### config.mk
export PLATFORM = sky130hd
export DESIGN_NAME = jtag_host_driver
export DESIGN_NICKNAME = d
export VERILOG_FILES = /design/src/rtl/jtag_host_driver.sv
export SDC_FILE = /design/constraint.sdc
export NUM_CORES = 1
export LEC_CHECK = 0
export CAP_MARGIN = 0
export CORE_ASPECT_RATIO = 0.75
export CORE_MARGIN = 2
export CORE_UTILIZATION = 58
export DETAILED_ROUTE_END_ITERATION = 16
export PLACE_DENSITY_LB_ADDON = 0.1
export REMOVE_ABC_BUFFERS = 1
export SYNTH_ARGS = -nofsm -noshare
export SYNTH_HDL_FRONTEND = slang
export SYNTH_SLANG_ARGS = --single-unit
export TNS_END_PERCENT = 1
### constraint.sdc
create_clock -name clk -period 7.5 [get_ports clk]
set_input_delay 1.125 -clock clk [delete_from_list [all_inputs] [get_ports clk]]
set_output_delay 1.125 -clock clk [all_outputs]
set_load 0.05 [all_outputs]
### src/rtl/jtag_host_driver.sv
// jtag_host_driver: single-clock JTAG host that turns one-word commands into
// complete TAP walks (test-logic-reset, IR scan, DR scan) on TCK/TMS/TDI and
// captures TDO during the scan periods.
//
// Ports:
//   clk, rst                 system clock, synchronous active-high reset
//   cmd_valid/cmd_ready      command handshake (accepted in IDLE or DONE)
//   cmd_type                 00 TLR, 01 IR scan, 10 DR scan, 11 no-op
//   cmd_len, cmd_data        scan length (clamped to 1..MAX_BITS) and TDI bits
//   resp_valid               one-cycle completion pulse
//   resp_data, resp_err      captured TDO bits, TDO-enable-low flag
//   jtag_clk/modesel/datain  TCK / TMS / TDI
//   jtag_dataout(_en)        TDO and its enable
module jtag_host_driver #(
  parameter int unsigned CLK_DIV  = 2,
  parameter int unsigned MAX_BITS = 64,
  parameter int unsigned LEN_W    = $clog2(MAX_BITS + 1)
) (
  input  logic                clk,
  input  logic                rst,
  input  logic                cmd_valid,
  output logic                cmd_ready,
  input  logic [1:0]          cmd_type,
  input  logic [LEN_W-1:0]    cmd_len,
  input  logic [MAX_BITS-1:0] cmd_data,
  output logic                resp_valid,
  output logic [MAX_BITS-1:0] resp_data,
  output logic                resp_err,
  output logic                jtag_clk,
  output logic                jtag_modesel,
  output logic                jtag_datain,
  input  logic                jtag_dataout,
  input  logic                jtag_dataout_en
);

  localparam int unsigned PER_W = $clog2(MAX_BITS + 7);
  localparam int unsigned DIV_W = (CLK_DIV > 1) ? $clog2(CLK_DIV) : 1;
  localparam logic [DIV_W-1:0] DIV_LAST = DIV_W'(CLK_DIV - 1);

  localparam logic [1:0] T_TLR = 2'b00;
  localparam logic [1:0] T_IR  = 2'b01;
  localparam logic [1:0] T_NOP = 2'b11;

  typedef enum logic [1:0] {S_IDLE, S_RUN, S_DONE} state_e;

  state_e              state_q, state_d;
  logic [1:0]          typ_q, typ_d;
  logic [LEN_W-1:0]    len_q, len_d;
  logic [MAX_BITS-1:0] data_q, data_d;
  logic [PER_W-1:0]    per_q, per_d;
  logic [DIV_W-1:0]    div_q, div_d;
  logic                tck_q, tck_d, tms_q, tms_d, tdi_q, tdi_d;
  logic                cmd_ready_q, cmd_ready_d, resp_valid_q, resp_valid_d;
  logic [MAX_BITS-1:0] resp_data_q, resp_data_d;
  logic                resp_err_q, resp_err_d;
  int unsigned         n_acc;

  // Effective scan length: 0 -> 1, anything above MAX_BITS -> MAX_BITS.
  function automatic int unsigned clamp_len(logic [LEN_W-1:0] len);
    if (len == '0) return 1;
    if (32'(len) > MAX_BITS) return MAX_BITS;
    return 32'(len);
  endfunction

  // TCK periods of a walk starting and ending in Run-Test/Idle.
  function automatic int unsigned periods(logic [1:0] typ, int unsigned n);
    if (typ == T_TLR) return 6;
    if (typ == T_IR) return n + 6;
    return n + 5;
  endfunction

  function automatic int unsigned pre_len(logic [1:0] typ);
    return (typ == T_IR) ? 4 : 3;
  endfunction

  function automatic logic is_scan(logic [1:0] typ, int unsigned n, int unsigned p);
    return (typ != T_TLR) && (p >= pre_len(typ)) && (p < pre_len(typ) + n);
  endfunction

  // TMS for period p: preamble to Shift, Exit1 on the last scan bit, Update, RTI.
  function automatic logic tms_at(logic [1:0] typ, int unsigned n, int unsigned p);
    int unsigned pre;
    pre = pre_len(typ);
    if (typ == T_TLR) return p < 5;
    if (p < pre) return (typ == T_IR) ? (p < 2) : (p == 0);
    if (p < pre + n) return p == pre + n - 1;
    return p == pre + n;
  endfunction

  // TDI is MSB-first during scan periods and 0 elsewhere.
  function automatic logic tdi_at(logic [1:0] typ, int unsigned n,
                                  logic [MAX_BITS-1:0] data, int unsigned p);
    logic [MAX_BITS-1:0] sh;
    if (!is_scan(typ, n, p)) return 1'b0;
    sh = data >> (n - 1 - (p - pre_len(typ)));
    return sh[0];
  endfunction

  // State register.
  always_ff @(posedge clk) begin
    if (rst) begin
      state_q      <= S_IDLE;
      typ_q        <= T_NOP;
      len_q        <= '0;
      data_q       <= '0;
      per_q        <= '0;
      div_q        <= '0;
      tck_q        <= 1'b0;
      tms_q        <= 1'b1;
      tdi_q        <= 1'b0;
      cmd_ready_q  <= 1'b1;
      resp_valid_q <= 1'b0;
      resp_data_q  <= '0;
      resp_err_q   <= 1'b0;
    end else begin
      state_q      <= state_d;
      typ_q        <= typ_d;
      len_q        <= len_d;
      data_q       <= data_d;
      per_q        <= per_d;
      div_q        <= div_d;
      tck_q        <= tck_d;
      tms_q        <= tms_d;
      tdi_q        <= tdi_d;
      cmd_ready_q  <= cmd_ready_d;
      resp_valid_q <= resp_valid_d;
      resp_data_q  <= resp_data_d;
      resp_err_q   <= resp_err_d;
    end
  end

  // Next-state: command acceptance, TCK divider, TMS/TDI launch, TDO capture.
  always_comb begin
    state_d      = state_q;
    typ_d        = typ_q;
    len_d        = len_q;
    data_d       = data_q;
    per_d        = per_q;
    div_d        = div_q;
    tck_d        = tck_q;
    tms_d        = tms_q;
    tdi_d        = tdi_q;
    cmd_ready_d  = cmd_ready_q;
    resp_valid_d = 1'b0;
    resp_data_d  = resp_data_q;
    resp_err_d   = resp_err_q;
    n_acc        = clamp_len(cmd_len);

    case (state_q)
      S_IDLE, S_DONE: begin
        state_d     = S_IDLE;
        cmd_ready_d = 1'b1;
        if (cmd_valid && cmd_ready_q) begin
          typ_d  = cmd_type;
          len_d  = LEN_W'(n_acc);
          data_d = cmd_data;
          if (cmd_type == T_NOP) begin
            state_d      = S_DONE;
            resp_valid_d = 1'b1;
          end else begin
            state_d     = S_RUN;
            cmd_ready_d = 1'b0;
            per_d       = '0;
            div_d       = '0;
            tck_d       = 1'b0;
            tms_d       = tms_at(cmd_type, n_acc, 0);
            tdi_d       = tdi_at(cmd_type, n_acc, cmd_data, 0);
            resp_data_d = '0;
            resp_err_d  = 1'b0;
          end
        end
      end
      S_RUN: begin
        // TDO is stable through the high phase; capture in its first cycle.
        if (tck_q && div_q == '0 && is_scan(typ_q, 32'(len_q), 32'(per_q))) begin
          resp_data_d = {resp_data_q[MAX_BITS-2:0], jtag_dataout};
          if (!jtag_dataout_en) resp_err_d = 1'b1;
        end
        if (div_q != DIV_LAST) begin
          div_d = div_q + DIV_W'(1);
        end else begin
          div_d = '0;
          if (!tck_q) begin
            tck_d = 1'b1;
          end else if (32'(per_q) == periods(typ_q, 32'(len_q)) - 1) begin
            state_d      = S_DONE;
            tck_d        = 1'b0;
            tdi_d        = 1'b0;
            cmd_ready_d  = 1'b1;
            resp_valid_d = 1'b1;
          end else begin
            // Falling edge: launch the next period's TMS/TDI.
            per_d = per_q + PER_W'(1);
            tck_d = 1'b0;
            tms_d = tms_at(typ_q, 32'(len_q), 32'(per_q) + 1);
            tdi_d = tdi_at(typ_q, 32'(len_q), data_q, 32'(per_q) + 1);
          end
        end
      end
      default: state_d = S_IDLE;
    endcase
  end

  assign cmd_ready    = cmd_ready_q;
  assign resp_valid   = resp_valid_q;
  assign resp_data    = resp_data_q;
  assign resp_err     = resp_err_q;
  assign jtag_clk     = tck_q;
  assign jtag_modesel = tms_q;
  assign jtag_datain  = tdi_q;

endmodule

==> run summary <==
CTS tree: done
CP max FO: 16
slew at the pin closest to its max-slew limit: 982 ps
total gr overflow: 0
first-iteration detailed-routing DRC count: 695
Main synth FF type: dfxtp_1
Mapped Cells: 1044
fmax: 222 MHz
first-pass GRT wire length: 35500 um
CTS root buf: clkbuf_16
Pwr Density: 209 nW/um2
Hold Fails Final Rpt: 0
clk buf depth: 2
FILL cells: 1152
clock sink count: 153
P_int: 1.55 mW
Layout Cells excl Fill: 1353
Combinational Power Share: 0.200
CTS HTree Levels: 4
hold depth: 2
Max-Cap Viols: 0
fin crit share: 0.600
DRC violation count after routing: 0
drt total wl: 21800 um
Post-synth ARST share: 0
Seq pwr share: 0.392
Synth Area in Simple Gates: 0.246
CP arrival: 4770 ps
via count: 7925
GRT Total Usage: 0.282
Initial Util: 0.590
Final Max Slew Viols: 0
complex-gate fraction of the synthesized area: 0.157
worst vdd ir: 0.152 mV
Slew HR: 0.345
Worst path max stage delay: 1050 ps
die width: 144 um
TNS Setup: 0 ps
adder-cell share of the synthesized area: 0.0719
mux cell area share after synthesis: 0.0660
total placed cells including tap cells: 1321
ratio of cells with drive above 1 in the final layout: 0.0746
Leak Pwr: 3.86 nW
fin crit period: 4500 ps
clock share of power: 0.407
# setup viols final: 0
Area Overhead vs Synth: 24.8%
fin nets: 1264
initial antenna violation count: 0
RSZ-0062 raised after global routing: false
IO Port Bufs: 147
ANT cells: 0
number of global-route vias before repair: 7206
wire per inst: 16.1 um
status: completed
Synth top area share: 0.361
Antenna Nets Post-Route: 0
die height: 109 um
drt pass-1 iters: 5
Startpoint Class: register
post-CTS setup buffers: 0
clock latency on the worst-skew pair: 430 ps
Yosys reg bits: 153
net load switching power: 0.657 mW
Slowest cell on crit path: fa_1
largest family of logic cells by synthesized area: simple AND/OR/NAND/NOR gates
Vias per Instance: 5.86
Tightest Hold Check Type: register to register
Switching Share: 0.297
Yosys Warn Count: 0
Post-synth EDFFs: 0
register area share after synthesis: 0.361
Synth area leader: dfxtp_1
Max Clock Skew: 9.69 ps
core area: 14400 um2
Distinct cells, synth: 68
die area: 15600 um2
Mapped Area: 8470 um2
IO Pins: 148
post-synthesis xor/xnor area fraction: 0.0496
routability cong.: 0.975
ranking of synthesized cells by area: dfxtp_1, a21oi_1, nand3_1
Cell Chain, Critical Path: nor2b_4 -> inv_4 -> ha_1 -> fa_1 -> inv_1 -> fa_1 -> mux4_2 -> mux4_2 -> mux2i_1 -> mux2i_1 -> nand3b_1 -> a21oi_1
Hold Buf Count CTS: 0
row count: 38
Syn Area/Cell: 8.12 um2
Req. time, crit path: 7770 ps
Worst R2R Path Depth: 12
Clock transition at path regs: 70 ps
cts repair resizes: 0
CTS buffer count: 17
Critical Path Sink Type: register
largest net degree at the start of global routing: 85
HPWL Detailed: 14600 um
Setup CP Type: register to register
-- cell usage after synthesis (all sizes together) (11+ instances only) --
master	count
nand2	168
a21oi	164
dfxtp	153
nand3	144
clkbuf	57
ha	43
nor2	36
xnor2	31
inv	23
buf	21
mux4	20
o21ai	19
xor2	17
nor3	14
nand2b	11
-- layout by cell type (no fill, tap or decap), types with 4 or more instances in the layout --
cell type / count
dfxtp_1: 153
a21o_1: 4
a31oi_1: 6
inv_6: 4
xor2_1: 17
mux4_2: 20
clkbuf_16: 17
nor3_1: 13
clkdlybuf4s50_1: 146
nor2b_1: 8
nor4_1: 7
ha_1: 43
o21ai_0: 17
nand2_1: 166
nand3_1: 143
o211ai_1: 4
nor2_1: 35
mux2i_1: 8
buf_4: 9
a21oi_1: 163
o21a_1: 5
nand4b_1: 5
inv_1: 22
nor3b_1: 4
xnor2_1: 31
nand4_1: 4
nand3b_1: 9
nand2b_1: 11
-- cell families after synthesis --
group                    after synthesis
AO/OA/AOI/OAI                        233
XOR/XNOR                              48
adder cells (fa/ha/maj)               47
buffers and inverters                101
flip-flops                           153
multiplexers                          30
AND/OR/NAND/NOR                      432
-- area by class of cell --
type | count | area [um2] | area share
Inverter | 23 | 88.8 | 0.00840
Tap cell | 200 | 250 | 0.0237
Multi-Input combinational cell | 790 | 5030 | 0.475
Clock buffer | 18 | 439 | 0.0415
Timing Repair Buffer | 155 | 1530 | 0.145
Sequential cell | 153 | 3060 | 0.290
Clock inverter | 14 | 179 | 0.0169
-- flip-flops by register name, summed over array words and instances (netlist names), 2 cells and up --
name	cells
data_q	64
len_q	7
per_q	7
resp_data	64
state_q	2
typ_q	2
-- path summary, 6_finish.rpt --
| path | start | endpoint | slack [ps] |
|---|---|---|---|
| worst max-delay path | typ_q[0] | jtag_datain | 3000 |
| worst min-delay path | data_q[24] | data_q[24] | 450 |
| worst max register to register | typ_q[0] | jtag_datain | 3000 |
| worst min register to register | data_q[24] | data_q[24] | 450 |
-- power groups by stage --
stage | registers, mW | clock network (mW) | logic [mW]
6_report | 0.867 | 0.901 | 0.443
5_1_grt | 0.871 | 0.943 | 0.490
4_1_cts | 0.866 | 0.908 | 0.441
3_5_place_dp | 0.884 | 0 | 0.438
3_3_place_gp | 0.884 | 0 | 0.434
2_1_floorplan | 0.880 | 0 | 0.301
-- critical path, delay by kind of cell, from the launching register on --
kind	cells	cell delay (ps)
mux	4	1280
fa+ha+maj	3	1820
compound gates	1	60
simple gates	2	440
buf+inv	2	210
flops	1	520
-- metal layers --
metal / GRT usage / vias to the layer above / share of wire
met5: 0 / - / 0
met4: 0.0861 / 0 / 0.016
met3: 0.0681 / 33 / 0.074
met2: 0.421 / 296 / 0.44
met1: 0.405 / 3716 / 0.47
li1: - / 3880 / -
-- through the flow --
step / worst slack, ps / power (mW) / utilization / hold WS (ps) / instance area (um2)
detailed placement: 3020 / 1.32 / 0.694 / 446 / 9960
floorplan: 2480 / 1.18 / - / 427 / 8150
global placement: 3160 / 1.32 / 0.694 / 441 / 9960
CTS: 3010 / 2.22 / 0.737 / 455 / 10600
global route: 2720 / 2.30 / 0.737 / 472 / 10600
finish: 3000 / 2.21 / 0.737 / 453 / 10600
Note: power is estimated with default switching activity, not from simulation.
